`config.mk`:
```
export PLATFORM = sky130hd
export DESIGN_NAME = usb_d_orig_gen
export DESIGN_NICKNAME = d
export VERILOG_FILES = /design/src/rtl/usb_d_orig_gen.sv
export SDC_FILE = /design/constraint.sdc
export NUM_CORES = 1
export LEC_CHECK = 0
export BUFFER_PORTS_ARGS = -buffer_cell sky130_fd_sc_hd__buf_2
export CAP_MARGIN = 40
export CORE_MARGIN = 2
export CORE_UTILIZATION = 63
export DETAILED_ROUTE_END_ITERATION = 10
export PLACE_DENSITY_LB_ADDON = 0.2
export SLEW_MARGIN = 20
export SYNTH_ARGS = -nofsm -noshare
export SYNTH_HDL_FRONTEND = slang
export SYNTH_SLANG_ARGS = --single-unit
export TNS_END_PERCENT = 1
```
`constraint.sdc`:
```
create_clock -name clk -period 4.82 [get_ports clk]
set_input_delay 0.964 -clock clk [delete_from_list [all_inputs] [get_ports clk]]
set_output_delay 0.964 -clock clk [all_outputs]
set_load 0.05 [all_outputs]
```
`src/rtl/usb_d_orig_gen.sv`:
```
// usb_d_orig_gen: USB transmit line encoder (LSB-first serialiser, bit stuffing, NRZI).
// Define D_ORIG_GEN_EOP_EN to emit an SE0/SE0/J end-of-packet; otherwise the line returns straight to J.
module usb_d_orig_gen #(
    parameter int CLKS_PER_BIT = 8,
    parameter int STUFF_LIMIT  = 6
) (
    input  logic       clk,
    input  logic       n_rst,
    input  logic       sending,
    input  logic [7:0] data,
    output logic       d_plus,
    output logic       d_minus
);
`ifdef D_ORIG_GEN_EOP_EN
    typedef enum logic [1:0] {IDLE, SEND, EOP_SE0, EOP_J} state_t;
    localparam logic [8:0] EOP_LAST = 9'(2 * CLKS_PER_BIT - 1);
`else
    typedef enum logic {IDLE, SEND} state_t;
`endif
    localparam logic [8:0] BIT_LAST = 9'(CLKS_PER_BIT - 1);
    localparam logic [7:0] ONES_MAX = 8'(STUFF_LIMIT);

    state_t     state_q, state_d;
    logic [8:0] cnt_q, cnt_d;
    logic [2:0] bit_q, bit_d;
    logic [7:0] sr_q, sr_d;
    logic [7:0] ones_q, ones_d;
    logic       dp_q, dp_d, dm_q, dm_d;
    logic       tx, nb;
    logic [7:0] ones_base;

    always_ff @(posedge clk or posedge n_rst) begin
        if (n_rst) begin
            state_q <= IDLE;
            cnt_q   <= '0;
            bit_q   <= '0;
            sr_q    <= '0;
            ones_q  <= '0;
            dp_q    <= 1'b1;
            dm_q    <= 1'b0;
        end else begin
            state_q <= state_d;
            cnt_q   <= cnt_d;
            bit_q   <= bit_d;
            sr_q    <= sr_d;
            ones_q  <= ones_d;
            dp_q    <= dp_d;
            dm_q    <= dm_d;
        end
    end

    always_comb begin
        state_d   = state_q;
        cnt_d     = cnt_q;
        bit_d     = bit_q;
        sr_d      = sr_q;
        ones_d    = ones_q;
        dp_d      = dp_q;
        dm_d      = dm_q;
        tx        = 1'b0;
        nb        = 1'b0;
        ones_base = ones_q;
        case (state_q)
            IDLE: begin
                dp_d = 1'b1;
                dm_d = 1'b0;
                if (sending) begin
                    state_d   = SEND;
                    sr_d      = data;
                    bit_d     = '0;
                    cnt_d     = '0;
                    tx        = 1'b1;
                    nb        = data[0];
                    ones_base = '0;
                end
            end
            SEND: begin
                cnt_d = cnt_q + 9'd1;
                if (cnt_q == BIT_LAST) begin
                    cnt_d = '0;
                    // A pending stuff bit freezes the byte position so it also precedes the next byte or EOP
                    if (ones_q == ONES_MAX) begin
                        tx = 1'b1;
                        nb = 1'b0;
                    end else if (bit_q != 3'd7) begin
                        sr_d  = {sr_q[0], sr_q[7:1]};
                        bit_d = bit_q + 3'd1;
                        tx    = 1'b1;
                        nb    = sr_q[1];
                    end else if (sending) begin
                        sr_d  = data;
                        bit_d = '0;
                        tx    = 1'b1;
                        nb    = data[0];
                    end else begin
`ifdef D_ORIG_GEN_EOP_EN
                        state_d = EOP_SE0;
                        dp_d    = 1'b0;
                        dm_d    = 1'b0;
`else
                        state_d = IDLE;
                        dp_d    = 1'b1;
                        dm_d    = 1'b0;
`endif
                    end
                end
            end
`ifdef D_ORIG_GEN_EOP_EN
            EOP_SE0: begin
                cnt_d = cnt_q + 9'd1;
                if (cnt_q == EOP_LAST) begin
                    cnt_d   = '0;
                    state_d = EOP_J;
                    dp_d    = 1'b1;
                    dm_d    = 1'b0;
                end
            end
            EOP_J: begin
                cnt_d = cnt_q + 9'd1;
                if (cnt_q == BIT_LAST) begin
                    cnt_d   = '0;
                    state_d = IDLE;
                end
            end
`endif
            default: state_d = IDLE;
        endcase
        // NRZI: a 0 toggles J<->K, a 1 holds the line
        if (tx) begin
            dp_d   = nb ? dp_q : ~dp_q;
            dm_d   = nb ? dm_q : ~dm_q;
            ones_d = nb ? ones_base + 8'd1 : 8'd0;
        end
    end

    assign d_plus  = dp_q;
    assign d_minus = dm_q;
endmodule

```
# After elaboration in Yosys (flattened, before gate mapping)
# Index checks and enable logic that the tools add are counted.
# Widths: inputs -> output; s select.
# word_totals
reg_bits	31
in_bits	11
out_inout_bits	2
# classes
addsub	3
eq_ne	11
n_mux	42
bitwise_logic	3
n_reduce_logical	2
# op_table
operator	n
$mux 8	7
$mux 1	21
$mux 9	2
$pmux 9 s2	1
$pmux 8 s2	1
$mux 3	4
$pmux 1 s2	5
$add 9x1->9 const B	1
$eq 9x3->1 const B	1
$ne 3x3->1 const B	3
$add 8x1->8 const B	1
$eq 8x3->1 const B	1
$ne 2x2->1 const B	3
$pmux 3 s2	1
$reduce_and 5->1	1
$add 3x1->3 const B	1
$ne 3x1->1 const B	1
$ne 3x2->1 const B	1
$not 1->1	3
$ne 2x1->1 const B	1
$reduce_and 2->1	1

# Longest topological paths before layout
# Gate-level depths: netlist of the first run.
# logic_depth
depth_word	7
mapped_depth	8
ltp_nobuf	7

# Worst setup path before layout of the first run
# No wires, ideal clock.
# synth_path
path_type	input to register
from	input sending
to	register ones_q[6]
arrival_time_ns	2.386
required_time_ns	4.687
setup_slack_ns	2.301
stages	8
cell_sequence	clkbuf_1 nand2b_1 and2_1 ha_1 nand3_1 or2_2 a311oi_1 o22ai_1
# synth_via
elab_chain_cells	6
elab_cells_between_ends	14
# synth_lines
item	line	source
start, declared	9	input logic sending,
branches (longest 6 deep; another with $add 8x1->8)	n/a	
end signal, assigned	46	ones_q <= ones_d;
end, declared	27	logic [7:0] ones_q, ones_d;
# Several ways; the timed one is not identified.
# A chain may end at the register's enable or synchronous reset.

# Final worst setup path of the first run
# Same ends and word-level chain as after synthesis.

==> results of run 1 <==
worst reg2reg max path, cell delays in order, from the launching register on:
cell	delay, ns
dfrtp_1	0.51
nand2b_1	0.27
and2_1	0.20
ha_1	0.20
nand3_1	0.12
or2_2	0.32
a311oi_1	0.27
o22ai_1	0.13
logic make-up after synthesis:
family / share of synthesized area
xor+xnor: 0.00498
flops: 0.442
compound gates: 0.264
simple gates: 0.201
mux: 0.0349
fa+ha+maj: 0.0285
buf+inv: 0.0242
metrics by stage:
| stage | instance area [um2] | hold WS, ns | instances |
|---|---|---|---|
| final | 1930 | 0.485 | 227 |
| after global routing | 1930 | 0.538 | 227 |
| after CTS | 1920 | 0.479 | 226 |
| after detailed placement | 1850 | 0.465 | 218 |
| after global placement | 1830 | 0.456 | 215 |
| after floorplan | 1760 | 0.457 | 178 |
state kept, by name, summed over array words and instances (netlist names):
name     count
d_minus      1
bit_q        3
state_q      1
sr_q         8
d_plus       1
cnt_q        9
ones_q       8
routing by layer:
layer / global-route usage / part of all wire
met4: 0.0997 / 0.015
met5: 0 / 0
met3: 0.0806 / 0.055
met2: 0.425 / 0.51
met1: 0.367 / 0.42
power groups by stage:
stage,clock [mW],combinational (mW),sequential [mW]
2_1_floorplan,0,0.295,0.451
3_3_place_gp,0,0.377,0.434
3_5_place_dp,0,0.403,0.439
4_1_cts,0.178,0.406,0.438
5_1_grt,0.188,0.459,0.455
6_report,0.174,0.409,0.440
cells in the final DEF (no fill, tap or decap), types with 5 or more instances in the layout:
| cell | netlist | routed |
|---|---|---|
| nand2_1 | 14 | 14 |
| o21ai_0 | 13 | 13 |
| dfrtp_1 | 30 | 30 |
| buf_2 | 1 | 14 |
| nand3_1 | 10 | 10 |
| clkbuf_4 | 0 | 5 |
| a22oi_1 | 9 | 9 |
| o2bb2ai_1 | 9 | 9 |
| a21oi_1 | 7 | 7 |
| mux2i_1 | 5 | 5 |
worst paths after layout:
check	slack (ns)	startpoint	cells past startpoint	to
worst min register to register	0.48	d_plus$_DFFE_PP1P_	2	d_plus$_DFFE_PP1P_
worst max-delay path	2.49	sending	8	ones_q[6]$_DFFE_PP0P_
min in group asynchronous	0.70	n_rst	2	sr_q[5]$_DFFE_PP0P_
max in group asynchronous	3.70	n_rst	2	cnt_q[4]$_DFFE_PP0P_
worst min-delay path	0.48	d_plus$_DFFE_PP1P_	2	d_plus$_DFFE_PP1P_
worst max register to register	2.68	state_q$_DFF_PP0_	7	ones_q[6]$_DFFE_PP0P_
final cells by class:
cell class                 instances  area, um2
multi-input combinational        136        938
fill                             212        783
sequential                        31        777
timing repair buffer              16       85.1
clock buffer                       8       68.8
tap                               31       38.8
inverter                           5       18.8
==> reports/metrics.cfg, run 1 <==
[placement]
routabilityCongestion=0.900
portBuffers=12
dpl.hpwl_um=2660
dp_slack_ns=2.18

[timing]
rsz0062_at_grt=no
max_freq_mhz=429
drv_slew=0
setup_tns_ns=0
max-slew-margin-rel=0.492
finalHoldViolations=0
period_needed_ns=2.33
post-route-period-util=0.483
finalClockSkew_ns=0.0118
worst_pin_slew_ns=0.743
setup_ws_ns=2.49
setup_viol=0

[detailed_routing]
firstDrtPassIters=4
wirelength_um=3850
wl_per_cell_um=17.0
vias=1537
final_antenna_net_count=0
first_iter_violations=145
viasPerCell=6.77
route.detailed.drc=0

[grt]
grt_pass1_vias=1509
antenna_found_initial=0
grt_overflow=0
grt_pass1_wl_um=6830
grt_max_degree=32
grt_usage=0.274

[power]
powerDensity_mw_per_mm2=531
peakVddDrop_mv=0.392
p_total_mw=1.02
pwr-share-seq=0.430
combPwrFrac=0.400
p_leak_nw=0.785
p_clk_frac=0.170
p_switching_mw=0.402
p_int_mw=0.620
p_sw_frac=0.393

[run_status]
status=finished, final reports clean

[clock_tree]
clock_sinks=31
clock_latency_ns=0.34
clock_path_buffers=2
cts_hold_buf=0
cts_setup_buffers=0
cts_tree=done
cts_resized=0
clkTransAtPathRegs_ns=0.09
root_buffer=clkbuf_4
htreeDepth=2
cts_made_buffers=5

[critical_path]
cp-start-kind=input port
cp_cell_sequence=buf_2 -> nand2b_1 -> and2_1 -> ha_1 -> nand3_1 -> or2_2 -> a311oi_1 -> o22ai_1
crit_family=simple AND/OR/NAND/NOR gates
cp_num_buf_inv=1
required_ns=5.03
crit_type=input port to flop
slowest_delay_ns=0.32
path_max_fanout=9
slowest_stage=or2_2
cp.arrival_ns=2.54
critPathCaptureType=flop

[logic_synthesis]
synth_edf_count=0
synth_common_cells=dfrtp_1, nand2_1, o21ai_0
synthesis.area_mm2=0.00176
synthFlopType=dfrtp_1
yosys_warnings=0
synth_top_area_frac=0.427
synth_top_area_cell=dfrtp_1
synth_seq_area_share=0.442
async_reset_ff_frac=1.00
postSynthCellCount=178
synth-seq-cells=31
synth_area_leaders=dfrtp_1, o2bb2ai_1, a22oi_1, o21ai_0, nand2_1
synth.avg_cell_area_um2=9.88
ys_types=49
synth_fp_nets=193
yosysMostFrequentCell=dfrtp_1

[die]
die_area_mm2=0.00323
die_w_um=56.8
initial_core_util=0.649
die_h_um=56.8
core_mm2=0.00271
rows=19
ios=13

[min_path]
hp-class=flop to flop

[cells_and_area]
fin_util=0.711
nNetsFinal=210
layout-area-overhead-vs-synth_pct=9.61
drive_gt1_frac=0.173
diodes=0

[flow_run]
drv_cap=0

No activity file was read; power rests on OpenSTA's default activity.
==> inputs of run 2 (changes only) <==
- ABC_AREA: default -> 1
- CORE_UTILIZATION: 63 -> 54
- clock period: 4.82 -> 2 ns (I/O delays scaled with it)
==> run 2 against run 1 <==
Against the previous run:
- first-iteration DRC count fell by 33%
- global-route usage fell by 5.6 points
- cell count rose by 49%
- wire length fell by 3.1%
- cell area grew 7.1%
- sequential power increased by 140%
- register-to-register slack worse by 2.3 ns
- combinational power is 130% higher
- core utilization shrank 9.2 points
- critical path depth rose by 3
- die area is 22% higher
- critical path type is now flop to flop
- largest cell class unchanged
- highest routed layer unchanged
==> reports/metrics.cfg, run 2 <==
[logic_synthesis]
postSynthCellCount=272  ; +53%
synth-seq-cells=31  ; unchanged
synth_top_area_frac=0.403  ; -0.0241
async_reset_ff_frac=1.00  ; unchanged
synth_edf_count=0  ; unchanged
synthFlopType=dfrtp_1
ys_types=23  ; -53%
synth_fp_nets=287  ; +49%
synth_top_area_cell=dfrtp_1
synth_seq_area_share=0.417  ; -0.0249
yosys_warnings=0  ; unchanged
synthesis.area_mm2=0.00186  ; +6.0%
yosysMostFrequentCell=nand2_1
synth.avg_cell_area_um2=6.85  ; -31%
synth_area_leaders=dfrtp_1, nand2_1, o21ai_0, inv_1, nand3_1
synth_common_cells=nand2_1, o21ai_0, inv_1

[cells_and_area]
nNetsFinal=307  ; +46%
drive_gt1_frac=0.113  ; -0.0608
final_cell_mix=nand2_1, o21ai_0, inv_1
fin_util=0.619  ; -0.0923
top_register=cnt_q
diodes=0  ; unchanged
final_common_cell=nand2_1
top_regs=cnt_q (9), ones_q (8), sr_q (8)
num-fill-cells=332  ; +57%
largest_reg_flops=9  ; unchanged
layout-area-overhead-vs-synth_pct=10.8

[die]
die_w_um=62.7  ; +10%
initial_core_util=0.558  ; -0.0904
die_h_um=62.7  ; +10%
rows=21  ; +2
ios=13  ; unchanged
die_area_mm2=0.00394  ; +22%
core_mm2=0.00334  ; +23%

[clock_tree]
clock_latency_ns=0.34  ; about the same
clock_sinks=31  ; unchanged
clock_path_buffers=2  ; unchanged
cts_resized=0  ; unchanged
root_buffer=clkbuf_4
htreeDepth=2  ; unchanged
clkTransAtPathRegs_ns=0.11  ; +0.02 ns
cts_tree=done
cts_hold_buf=0  ; unchanged
cts_made_buffers=5  ; unchanged
cts_setup_buffers=0  ; unchanged

[critical_path]
crit_type=flop to flop
required_ns=2.28  ; -2.75 ns
path_max_fanout=9  ; unchanged
critPathCaptureType=flop
cp-start-kind=flop
cp.arrival_ns=1.94  ; -0.60 ns

[placement]
routabilityCongestion=0.856  ; -4.9%
dp_slack_ns=0.258  ; -1.92 ns
portBuffers=12  ; unchanged
dpl.hpwl_um=2760  ; +3.7%

[detailed_routing]
first_iter_violations=97  ; -33%
wirelength_um=3730  ; -3.1%
final_antenna_net_count=0  ; unchanged
vias=1699  ; +11%
wl_per_cell_um=11.0  ; -35%
viasPerCell=5.01  ; -26%
route.detailed.drc=0  ; unchanged
firstDrtPassIters=4  ; unchanged

[power]
p_leak_nw=1.09  ; +39%
pwr-share-seq=0.442  ; +0.012
combPwrFrac=0.394  ; -0.006
p_sw_frac=0.414  ; +0.0211
p_switching_mw=0.972  ; +140%
powerDensity_mw_per_mm2=1140  ; +110%
p_int_mw=1.37  ; +120%
peakVddDrop_mv=0.650  ; +66%
p_clk_frac=0.164  ; -0.006

[grt]
grt_pass1_vias=1603  ; +6.2%
grt_pass1_wl_um=6800  ; -0.41%
grt_usage=0.218  ; -0.0563
antenna_found_initial=0  ; unchanged
grt_max_degree=32  ; unchanged
grt_overflow=0  ; unchanged

[timing]
setup_tns_ns=0  ; unchanged
max_freq_mhz=603
finalClockSkew_ns=0.0157  ; +0.00389 ns
period_needed_ns=1.66
drv_slew=0  ; unchanged
worst_pin_slew_ns=0.480  ; -0.263 ns
setup_ws_ns=0.342  ; -2.15 ns
finalHoldViolations=0  ; unchanged
max-slew-margin-rel=0.676  ; +0.185
setup_viol=0  ; unchanged
post-route-period-util=0.829
rsz0062_at_grt=no

[run_status]
status=finished, final reports clean

[flow_run]
drv_cap=0  ; unchanged

[min_path]
hp-class=input port to async pin

run 2: changes by cell type after synthesis, sizes merged, moves of 16 or more:
cell	change
inv	+32
o21ai	+24
nand2	+85
nor2	+16
run 2: worst paths after layout:
check / slack [ns] / from / to / cells after the start
max: 0.34 / bit_q[0]$_DFFE_PP0P_ / ones_q[5]$_DFFE_PP0P_ / 11
min: 0.12 / n_rst / cnt_q[1]$_DFFE_PP0P_ / 3
max reg2reg: 0.34 / bit_q[0]$_DFFE_PP0P_ / ones_q[5]$_DFFE_PP0P_ / 11
min reg2reg: 0.48 / d_plus$_DFFE_PP1P_ / d_plus$_DFFE_PP1P_ / 2
max in group asynchronous: 1.55 / n_rst / d_plus$_DFFE_PP1P_ / 3
min in group clk: 0.43 / sending / ones_q[7]$_DFFE_PP0P_ / 4
run 2: kinds of logic after synthesis:
logic type      Yosys count  share of synthesized area
buf+inv                  43                     0.0900
xor+xnor                  3                     0.0141
mux                       1                    0.00537
simple gates            145                      0.319
flops                    31                      0.417
compound gates           45                      0.128
fa+ha+maj                 4                     0.0269
run 2: per-stage QoR:
step / hold WS (ns) / cells / power [mW] / instance area (um2)
final: 0.121 / 339 / 2.35 / 2060
after global routing: 0.150 / 339 / 2.59 / 2060
after CTS: 0.128 / 339 / 2.37 / 2060
after detailed placement: 0.471 / 331 / 1.98 / 2000
after global placement: 0.465 / 331 / 1.94 / 2000
after floorplan: 0.442 / 272 / 1.75 / 1860
run 2: cell type report:
type	instances	area, um2	share of cell area
Multi-Input combinational cell	198	918	0.445
Sequential cell	31	777	0.376
Inverter	37	139	0.0673
Timing Repair Buffer	19	113	0.0545
Tap cell	46	57.6	0.0279
Clock buffer	7	55.1	0.0267
Clock inverter	1	5.00	0.00242
run 2: power by group through the flow:
stage                     Clock (mW)  Combinational (mW)  Sequential, mW
after floorplan                    0               0.671            1.08
after global placement             0               0.898            1.04
after detailed placement           0               0.929            1.05
after CTS                      0.399               0.933            1.04
after global routing           0.421                1.10            1.07
final                          0.385               0.925            1.04
run 2: layer usage:
metal | wire, um | GRT usage | part of all wire | vias to the layer above
met2 | 1740 | 0.353 | 0.47 | 28
met3 | 143 | 0.0450 | 0.038 | 6
met5 | 0 | 0 | 0 | -
li1 | - | - | - | 905
met1 | 1790 | 0.284 | 0.48 | 760
met4 | 62 | 0.0944 | 0.017 | 0
run 2: worst max-delay path, cell delays in order (launching register included):
cell	delay, ns
dfrtp_1	0.40
ha_1	0.20
ha_1	0.21
inv_1	0.12
nand2_1	0.06
nand2_1	0.06
inv_1	0.03
nor2_1	0.09
nand2_1	0.08
nand2_2	0.17
nand3_1	0.11
nand2_1	0.08
==> inputs of run 3 (changes only) <==
- ABC_AREA: 1 -> 0
- CORE_UTILIZATION: 54 -> 59
- clock period: 2 -> 1.7 ns (I/O delays scaled with it)
==> run 3 against run 2 <==
Against the previous run:
- combinational power up 99%
- flip-flop and latch count unchanged
- the run now ends with negative setup slack left
- cell count down 23%
- clock skew up 0.0037 ns
- fmax down 13%
- non-clock buffer count up 32
- first-iteration DRC count up 21%
- clock-buffer cell count unchanged
- critical path type unchanged
- sequential share of layout area down 4.3 points
==> reports/metrics.cfg, run 3 (synthesis results as in run 1) <==
[timing]
finalClockSkew_ns=0.0194  ; +0.00371 ns
setup_viol=21  ; +21
worst_pin_slew_ns=0.479  ; -0.00156 ns
period_needed_ns=1.90  ; +0.243 ns
rsz0062_at_grt=yes
setup_ws_ns=-0.201  ; -0.543 ns
drv_slew=0  ; unchanged
max-slew-margin-rel=0.680  ; +0.00377
finalHoldViolations=0  ; unchanged
max_freq_mhz=526  ; -13%
post-route-period-util=1.12  ; +0.289

[detailed_routing]
vias=1734  ; +2.1%
final_antenna_net_count=0  ; unchanged
wl_per_cell_um=17.3  ; +57%
first_iter_violations=117  ; +21%
route.detailed.drc=0  ; unchanged
viasPerCell=6.62  ; +32%
wirelength_um=4540  ; +22%
firstDrtPassIters=4  ; unchanged

[cells_and_area]
top_regs=cnt_q (9), ones_q (8), sr_q (8)
nNetsFinal=245  ; -20%
largest_reg_flops=9  ; unchanged
drive_gt1_frac=0.355  ; +0.242
stdcell_count=262  ; -23%
final_cell_mix=buf_4, dfrtp_1, nand2_1
final_common_cell=buf_4
diodes=0  ; unchanged
finalInstanceArea_mm2=0.00233  ; +13%
layout-area-overhead-vs-synth_pct=32.5
top_register=cnt_q

[critical_path]
crit_family=compound AO/OA/AOI/OAI gates
cp.arrival_ns=2.16  ; +0.22 ns
path_max_fanout=3  ; -6
crit_type=flop to flop
reg2reg_from=cnt_q[4]$_DFFE_PP0P_
slowest_stage=or4_4
cp_cell_sequence=or4_4 -> a211o_1 -> a2111o_1 -> a31oi_1
cp_num_buf_inv=0  ; -2
timing.critical_path.from=cnt_q[4]$_DFFE_PP0P_
cp-start-kind=flop
required_ns=1.95  ; -0.33 ns
slowest_delay_ns=0.55  ; +0.15 ns
critPathCaptureType=flop

[grt]
antenna_found_initial=0  ; unchanged
grt_usage=0.304  ; +0.0856
grt_pass1_wl_um=7820  ; +15%
grt_pass1_vias=1751  ; +9.2%
grt_max_degree=32  ; unchanged
grt_overflow=0  ; unchanged

[placement]
place_inst=252  ; -24%
routabilityCongestion=0.917  ; +7.0%
dpl.hpwl_um=3270  ; +18%
portBuffers=12  ; unchanged
placed_area_mm2=0.00214  ; +6.7%

[power]
p_leak_nw=0.991  ; -9.0%
powerDensity_mw_per_mm2=1490  ; +31%
peakVddDrop_mv=1.32  ; +100%

[run_status]
violations=negative setup slack
status=finished, violations left

[die]
core_mm2=0.00281  ; -16%
die_w_um=58.6  ; -6.6%
die_h_um=58.6  ; -6.6%
die_area_mm2=0.00343  ; -13%
rows=19  ; -9.5%
initial_core_util=0.627  ; +0.0684
ios=13  ; unchanged

[clock_tree]
root_buffer=clkbuf_4
clock_sinks=31  ; unchanged
cts_tree=done
clock_latency_ns=0.34  ; about the same
cts_hold_buf=0  ; unchanged
clkTransAtPathRegs_ns=0.11  ; about the same
clock_path_buffers=2  ; unchanged
cts_made_buffers=5  ; unchanged
htreeDepth=2  ; unchanged

[flow_run]
drv_cap=0  ; unchanged

[min_path]
hp-class=input port to async pin

==> run 3: cell count changes in the layout (fill, tap and decap cells not counted), moves of 4 or more <==
| cell | before | now |
|---|---|---|
| o21ai_0 | 38 | 8 |
| and3_1 | 0 | 4 |
| nand2_1 | 96 | 14 |
| inv_1 | 36 | 5 |
| nand3_1 | 19 | 9 |
| buf_4 | 7 | 38 |
| a21oi_1 | 2 | 6 |
| nor2_1 | 20 | 4 |
| a22oi_1 | 0 | 7 |
| o21ai_1 | 0 | 5 |
| o2bb2ai_1 | 0 | 9 |
| mux2i_1 | 1 | 5 |
==> run 3: routing by layer <==
metal  share of wire  global-route usage  routed length [um]  vias up
li1                -                   -                   -      801
met2            0.49               0.482                2210       70
met5               0                   0                   0        -
met1            0.42               0.392                1920      847
met4           0.026               0.136                 118        0
met3           0.064              0.0813                 291       16
==> run 3: layout make-up <==
class | instances | area [um2]
clock buffer | 7 | 45.0
clock inverter | 1 | 5.00
fill | 167 | 477
inverter | 5 | 18.8
multi-input combinational | 136 | 1080
sequential | 31 | 777
tap | 31 | 38.8
timing repair buffer | 51 | 365
==> run 3: final timing paths <==
check,end,slack (ns),depth (start not counted)
setup reg to reg,ones_q[7]$_DFFE_PP0P_,-0.20,4
min in group clk,sr_q[3]$_DFFE_PP0P_,0.29,3
max in group asynchronous,d_plus$_DFFE_PP1P_,1.32,3
hold / removal,cnt_q[5]$_DFFE_PP0P_,0.06,3
hold reg to reg,d_plus$_DFFE_PP1P_,0.47,2
setup / recovery,ones_q[7]$_DFFE_PP0P_,-0.20,4
==> run 3: power by group <==
group	internal [mW]	switching [mW]
Combinational	0.937	0.902
Sequential	1.00	0.203
Clock	0.161	0.257
Total	2.10	1.36
==> run 3: what timing repair did <==
action,CTS,global route
pin swaps,8,2
gates resized for setup,20,4
buffers inserted,2,0
setup endpoints to repair,29,24
==> run 3: metrics by stage <==
| step | total power [mW] | utilization | setup slack (ns) | hold WS (ns) | setup TNS [ns] |
|---|---|---|---|---|---|
| global route | 3.69 | 0.830 | -0.243 | 0.0848 | -3.73 |
| CTS | 3.37 | 0.819 | -0.178 | 0.0723 | -2.19 |
| floorplan | 2.12 | - | -0.174 | 0.443 | -2.57 |
| detailed placement | 2.75 | 0.763 | -0.309 | 0.450 | -3.00 |
| finish | 3.46 | 0.830 | -0.201 | 0.0612 | -2.57 |
| global placement | 2.65 | 0.763 | -0.205 | 0.431 | -1.78 |
==> run 3: worst min-delay path: cells and delay by family <==
family,cells,cell delay [ns]
buffers and inverters,3,0.49
